`src/rtl/aes_pkg.sv`:
```
`default_nettype none
// ============================================================================
// Module   : aes_pkg
// Purpose  : Shared AES-128 key-schedule types, constants and GF(2^8) helpers.
//            Provides word/block types, round count, rcon start values,
//            xtime / inv_xtime (poly 0x11B), RotWord and the FSM state enum.
// Revision : 1.0  initial release
// ============================================================================
package aes_pkg;

    localparam int         NUM_ROUNDS = 10;
    localparam logic [7:0] RCON_INIT  = 8'h01;  // rcon used to derive round 1
    localparam logic [7:0] RCON_LAST  = 8'h36;  // rcon used between rounds 9 and 10

    typedef logic [31:0]  word_t;
    typedef logic [127:0] block_t;

    typedef enum logic [1:0] {
        ST_IDLE  = 2'd0,
        ST_ISSUE = 2'd1,
        ST_DONE  = 2'd2
    } ks_state_t;

    // Multiply by x in GF(2^8) modulo x^8+x^4+x^3+x+1.
    function automatic logic [7:0] xtime(input logic [7:0] b);
        return {b[6:0], 1'b0} ^ (b[7] ? 8'h1B : 8'h00);
    endfunction

    // Divide by x. An odd value can only come from a reduced product, so the
    // reduction is undone first: (b ^ 0x1B) >> 1 with bit 7 restored = (b>>1) ^ 0x8D.
    function automatic logic [7:0] inv_xtime(input logic [7:0] b);
        return b[0] ? ({1'b0, b[7:1]} ^ 8'h8D) : {1'b0, b[7:1]};
    endfunction

    // Cyclic left rotation by one byte.
    function automatic word_t rot_word(input word_t w);
        return {w[23:0], w[31:24]};
    endfunction

endpackage
`default_nettype wire

```
`src/rtl/s_box_flex.sv`:
```
`default_nettype none
// ============================================================================
// Module   : s_box_flex
// Purpose  : AES forward S-box applied independently to NUM_BYTES bytes.
//            Each byte is computed as the GF(2^8) multiplicative inverse
//            (0 maps to 0) followed by the FIPS-197 affine transform.
// Ports    : plain       [8*NUM_BYTES-1:0]  input bytes
//            substituted [8*NUM_BYTES-1:0]  substituted bytes, same order
// Revision : 1.0  initial release
// ============================================================================
module s_box_flex
    import aes_pkg::*;
#(
    parameter int NUM_BYTES = 4
) (
    input  logic [8*NUM_BYTES-1:0] plain,
    output logic [8*NUM_BYTES-1:0] substituted
);

    function automatic logic [7:0] gf_mul(input logic [7:0] a, input logic [7:0] b);
        logic [7:0] prod;
        logic [7:0] shifted;
        prod    = 8'h00;
        shifted = a;
        for (int i = 0; i < 8; i++) begin
            if (b[i]) begin
                prod = prod ^ shifted;
            end
            shifted = xtime(shifted);
        end
        return prod;
    endfunction

    // a^254 = a^-1 for a != 0; 254 = 2+4+...+128, so accumulate the
    // successive squares. a = 0 naturally yields 0.
    function automatic logic [7:0] gf_inv(input logic [7:0] a);
        logic [7:0] sq;
        logic [7:0] acc;
        sq  = a;
        acc = 8'h01;
        for (int k = 1; k < 8; k++) begin
            sq  = gf_mul(sq, sq);
            acc = gf_mul(acc, sq);
        end
        return acc;
    endfunction

    function automatic logic [7:0] sub_byte(input logic [7:0] b);
        logic [7:0] inv;
        inv = gf_inv(b);
        return inv
             ^ {inv[6:0], inv[7]}
             ^ {inv[5:0], inv[7:6]}
             ^ {inv[4:0], inv[7:5]}
             ^ {inv[3:0], inv[7:4]}
             ^ 8'h63;
    endfunction

    generate
        for (genvar i = 0; i < NUM_BYTES; i++) begin : g_byte
            assign substituted[8*i +: 8] = sub_byte(plain[8*i +: 8]);
        end
    endgenerate

endmodule
`default_nettype wire

```
`src/rtl/key_schedule.sv`:
```
`default_nettype none
// ============================================================================
// Module   : key_schedule
// Purpose  : AES-128 round-key generator. On start, emits round keys 0..10
//            one per accepted valid/ready handshake, then pulses done.
//            Optional macro KEY_SCHEDULE_INVERSE_EN adds a key_dir input:
//            key_dir=1 treats cipher_key as the round-10 key and walks the
//            schedule backwards 10..0.
// Ports    : clk, n_rst (async, active-low)
//            start       begin expansion (sampled in IDLE only)
//            cipher_key  128-bit initial key, byte 0 in [127:120]
//            key_dir     direction (only with KEY_SCHEDULE_INVERSE_EN)
//            rk_ready    downstream accepts current round key
//            round_key   current round key
//            round_num   index of round_key (0..10)
//            rk_valid    round_key/round_num valid
//            busy        high whenever not IDLE
//            done        one-cycle pulse after the final round is accepted
// Revision : 1.0  initial release
// ============================================================================
module key_schedule
    import aes_pkg::*;
(
    input  logic         clk,
    input  logic         n_rst,
    input  logic         start,
    input  logic [127:0] cipher_key,
`ifdef KEY_SCHEDULE_INVERSE_EN
    input  logic         key_dir,
`endif
    input  logic         rk_ready,
    output logic [127:0] round_key,
    output logic [3:0]   round_num,
    output logic         rk_valid,
    output logic         busy,
    output logic         done
);

    ks_state_t  state;
    logic [7:0] rcon;
    word_t      w0, w1, w2, w3;
    word_t      sub_in, sub_out;
    block_t     next_key;
    logic [3:0] next_num;
    logic [7:0] next_rcon;
    logic [3:0] init_num;
    logic [7:0] init_rcon;
    logic       last_round;

    assign {w0, w1, w2, w3} = round_key;

    // Forward step: each word folds in its freshly computed left neighbour.
    word_t f0, f1, f2, f3;
    assign f0 = w0 ^ sub_out ^ {rcon, 24'h0};
    assign f1 = w1 ^ f0;
    assign f2 = w2 ^ f1;
    assign f3 = w3 ^ f2;

`ifdef KEY_SCHEDULE_INVERSE_EN
    logic  dir;   // direction captured with start
    word_t i0, i1, i2, i3;

    // Inverse step: recover the previous words right-to-left; the recovered
    // w3 feeds the S-box, so the same single S-box instance serves both ways.
    assign i3 = w3 ^ w2;
    assign i2 = w2 ^ w1;
    assign i1 = w1 ^ w0;
    assign i0 = w0 ^ sub_out ^ {rcon, 24'h0};

    assign sub_in     = dir ? rot_word(i3) : rot_word(w3);
    assign next_key   = dir ? {i0, i1, i2, i3} : {f0, f1, f2, f3};
    assign next_num   = dir ? (round_num - 4'd1) : (round_num + 4'd1);
    assign next_rcon  = dir ? inv_xtime(rcon) : xtime(rcon);
    assign last_round = dir ? (round_num == 4'd0) : (round_num == 4'(NUM_ROUNDS));
    assign init_num   = key_dir ? 4'(NUM_ROUNDS) : 4'd0;
    assign init_rcon  = key_dir ? RCON_LAST : RCON_INIT;
`else
    assign sub_in     = rot_word(w3);
    assign next_key   = {f0, f1, f2, f3};
    assign next_num   = round_num + 4'd1;
    assign next_rcon  = xtime(rcon);
    assign last_round = (round_num == 4'(NUM_ROUNDS));
    assign init_num   = 4'd0;
    assign init_rcon  = RCON_INIT;
`endif

    s_box_flex #(
        .NUM_BYTES   (4)
    ) u_s_box (
        .plain       (sub_in),
        .substituted (sub_out)
    );

    always_ff @(posedge clk or negedge n_rst) begin
        if (!n_rst) begin
            state     <= ST_IDLE;
            round_key <= '0;
            round_num <= '0;
            rcon      <= RCON_INIT;
            rk_valid  <= 1'b0;
            busy      <= 1'b0;
            done      <= 1'b0;
`ifdef KEY_SCHEDULE_INVERSE_EN
            dir       <= 1'b0;
`endif
        end else begin
            done <= 1'b0;
            case (state)
                ST_IDLE: begin
                    if (start) begin
                        state     <= ST_ISSUE;
                        round_key <= cipher_key;
                        round_num <= init_num;
                        rcon      <= init_rcon;
                        rk_valid  <= 1'b1;
                        busy      <= 1'b1;
`ifdef KEY_SCHEDULE_INVERSE_EN
                        dir       <= key_dir;
`endif
                    end
                end
                ST_ISSUE: begin
                    // rk_valid is always high here, so rk_ready alone
                    // completes the handshake.
                    if (rk_ready) begin
                        if (last_round) begin
                            state    <= ST_DONE;
                            rk_valid <= 1'b0;
                            done     <= 1'b1;
                        end else begin
                            round_key <= next_key;
                            round_num <= next_num;
                            rcon      <= next_rcon;
                        end
                    end
                end
                ST_DONE: begin
                    state <= ST_IDLE;
                    busy  <= 1'b0;
                end
                default: begin
                    state    <= ST_IDLE;
                    rk_valid <= 1'b0;
                    busy     <= 1'b0;
                end
            endcase
        end
    end

endmodule
`default_nettype wire

```
`config.mk`:
```
export PLATFORM = sky130hd
export DESIGN_NAME = key_schedule
export DESIGN_NICKNAME = d
export VERILOG_FILES = /design/src/rtl/aes_pkg.sv /design/src/rtl/s_box_flex.sv /design/src/rtl/key_schedule.sv
export SDC_FILE = /design/constraint.sdc
export NUM_CORES = 2
export LEC_CHECK = 0
export CAP_MARGIN = 0
export CORE_MARGIN = 10
export CORE_UTILIZATION = 51
export DETAILED_ROUTE_END_ITERATION = 12
export PLACE_DENSITY_LB_ADDON = 0.15
export REMOVE_ABC_BUFFERS = 1
export SYNTH_ARGS = -nofsm -noshare
export SYNTH_HDL_FRONTEND = slang
export SYNTH_SLANG_ARGS = --single-unit
```
`constraint.sdc`:
```
create_clock -name clk -period 14.2 [get_ports clk]
set_input_delay 4.26 -clock clk [delete_from_list [all_inputs] [get_ports clk]]
set_output_delay 4.26 -clock clk [all_outputs]
set_load 0.02 [all_outputs]
```
==> flow_summary.ini <==
[cts]
numClockSinks = 145
clk_pin_slew_worst_paths_ps = 90
clk_latency_ps = 540
numCtsBuffers = 17
cts_tree = built
htreeDepth = 4
ctsLongestPathBuffers = 2
cts-root-buf = clkbuf_16

[worst_setup_path]
cp-startpoint = round_key[16]$_DFFE_PN0P_
cp-end-kind = register
path_common_cell = xnor3_2
regToRegStartpoint = round_key[16]$_DFFE_PN0P_
cp_data_arrival_time_ps = 14610
r2r_setup_slack_ps = 9
critPathRequiredTime_ps = 14620
worstPathMaxFanout = 6
cp_slowest_cell = or4_4
worstSetupPathType = reg2reg
startpoint_type = register
max_stage_delay_ps = 510

[job]
cap_violations = 0

[placed_design]
place_ws_ps = -536
place_hpwl_mm = 176
dpl_cell_area_um2 = 76100
gp_congestion = 0.955
portBuffers = 266

[route]
routedWlPerCell_um = 20.8
firstDrtPassIters = 8
wirelength_mm = 236
vias = 67673
drc = 0
viasPerCell = 5.96
antenna_left = 0
drt-initial-drc-count = 6459

[die]
die_area_um2 = 142000
boundaryPins = 267
start_util_pct = 51.5
fp.dieH_um = 377
fp.coreArea_um2 = 126000
rows = 130
die_w_um = 377

[layout]
synthToLayoutAreaGrowth_pct = 30.0
diodes = 0
layout.nets = 9849
fillers = 10607
utilization_pct = 66.9
drive_gt1_share_pct = 25.7
final_area_um2 = 84400

[synthesis]
avgSynthCellArea_um2 = 7.58
synth_edf_count = 0
yosys_warnings = 0
synth.cell_area_um2 = 64900
synth_cells = 8558
seq_area_frac_synth_pct = 5.59
ys_async_sr_fraction_pct = 100
synth.top_cell.area_share_pct = 20.8
yosysTopAreaCell = xnor2_1
synth_flop_cell = dfrtp_1
netlist_top_cells_area = xnor2_1 21%, xnor3_1 13%, nor2_1 7.8%
ys_ff_latch = 145
ys_types = 121

[sta]
final-hold-violation-count = 0
setup_violations = 0
rsz0062_at_grt = true
clock.fmax_ghz = 0.0705
drv_slew = 0
slew_headroom_pct = 14.1
fin_ws_ps = 9.30
fin_crit_sh_pct = 99.9
fin_skew_ps = 25.1
tightest_slew_ps = 1280
period_minus_slack_ps = 14190

[global_routing]
antenna_found_initial = 4
met2_usage_pct = 49.5
grt_max_degree = 144
grt_usage_pct = 30.8
grt_pass1_vias = 62941
grt-ovfl-total = 0
busiest_layer = met2
grt_first_pass_wirelength_mm = 358
use_met1_pct = 42.3
met3_usage_pct = 4.63

[status]
status = completed

[min_path]
hold_start = rcon[0]$_DFFE_PN1P_
hold_class = reg2reg
==> sequential cells by signal, summed over array words and instances, names as in the netlist <==
register / count
done: 1
round_key: 128
busy: 1
rcon: 8
rk_valid: 1
state: 2
round_num: 4
==> critical path: cells and delay by family, from the launching register on <==
family                     cells  cell delay, ps
xor gates and xnor gates      33            9730
buffers and inverters         11            1640
and+or+nand+nor                7            1060
AOI/OAI and AO/OA              4             680
DFF                            1             420
adders and majority gates      1             280
muxes                          1             250
==> cell type report <==
class	count	area, um2	area share [%]
well taps	1650	2060	2.45
clock buffers	17	425	0.504
clock inverters	15	168	0.199
repair buffers	1700	14200	16.8
inverters	129	487	0.577
multi-input cells	7703	63400	75.1
flip-flops and latches	145	3640	4.32
==> cells by family after synthesis <==
group / Yosys count / synth area share, %
flip-flops: 145 / 5.59
AND/OR/NAND/NOR: 3020 / 20.1
buffers and inverters: 713 / 4.59
multiplexers: 230 / 3.67
AO/OA/AOI/OAI: 1846 / 18.2
adder cells (fa/ha/maj): 24 / 0.451
XOR/XNOR: 2580 / 47.3
==> Yosys cell counts (26+ instances only) <==
master,instances
nor3_1,209
nand4_1,31
nand2b_1,47
nor2b_1,51
o21a_1,34
nand2_1,840
or2_2,26
or3_1,43
a2bb2oi_1,33
o22ai_1,107
buf_4,34
o31ai_1,32
buf_2,112
mux2_2,40
dfrtp_1,144
a221oi_1,40
xor3_1,55
a22oi_1,58
o22a_1,26
nor4_1,34
a21o_1,26
xnor2_2,90
xnor3_1,378
o21ai_1,39
nor2_1,1354
xor2_1,419
inv_1,113
and3_1,28
xor2_2,27
o211ai_1,61
nand3_1,208
a21oi_1,493
and2_1,56
xnor2_1,1539
clkbuf_1,380
a211oi_1,77
a31oi_1,130
o21ai_0,415
buf_1,53
xnor3_2,35
mux2i_1,185
==> final timing paths <==
check,endpoint,cells past startpoint
setup / recovery,round_key[28]$_DFFE_PN0P_,57
hold / removal,rcon[0]$_DFFE_PN1P_,2
min in group asynchronous,round_key[5]$_DFFE_PN0P_,1
max in group asynchronous,round_key[17]$_DFFE_PN0P_,2
hold reg to reg,rcon[0]$_DFFE_PN1P_,2
setup reg to reg,round_key[28]$_DFFE_PN0P_,57
==> what timing repair did <==
action	4_1_cts	5_1_grt
resized for setup	154	763
hold buffers	0	0
endpoints found under the setup margin	88	128
pin swaps	59	361
cloned	1	4
buffers inserted	42	277
==> through the flow <==
step	cells	hold slack (ps)	TNS, ps
final	11359	491	0
after global routing	11359	510	-7340
after CTS	11079	493	0
after detailed placement	11004	481	-18500
after global placement	11004	469	-10360
after floorplan	7974	457	-396450
==> layout by cell type, fill, tap and decap left out, drive strengths merged, types with 28 or more instances in the layout <==
master,count
a211oi,80
a21oi,496
a221oi,41
a22oi,59
a2bb2oi,33
a31oi,131
and2,56
and3,28
buf,1433
clkdlybuf4s50,265
dfrtp,144
inv,130
mux2,43
mux2i,185
nand2,842
nand2b,47
nand3,208
nand4,31
nor2,1362
nor2b,52
nor3,211
nor4,36
o211ai,63
o21a,34
o21ai,454
o22ai,108
o31ai,36
or2,31
or3,44
xnor2,1653
xnor3,414
xor2,453
xor3,62
==> routing by layer <==
layer	up-vias	part of all wire, %
met1	32579	43
met3	363	8.1
met5	-	0.011
met2	2892	46
met4	4	3.1
li1	31835	-
Power is left out: the tool's default activity adds up to more than one toggle a clock period on the data nets, which glitch-free logic cannot reach.
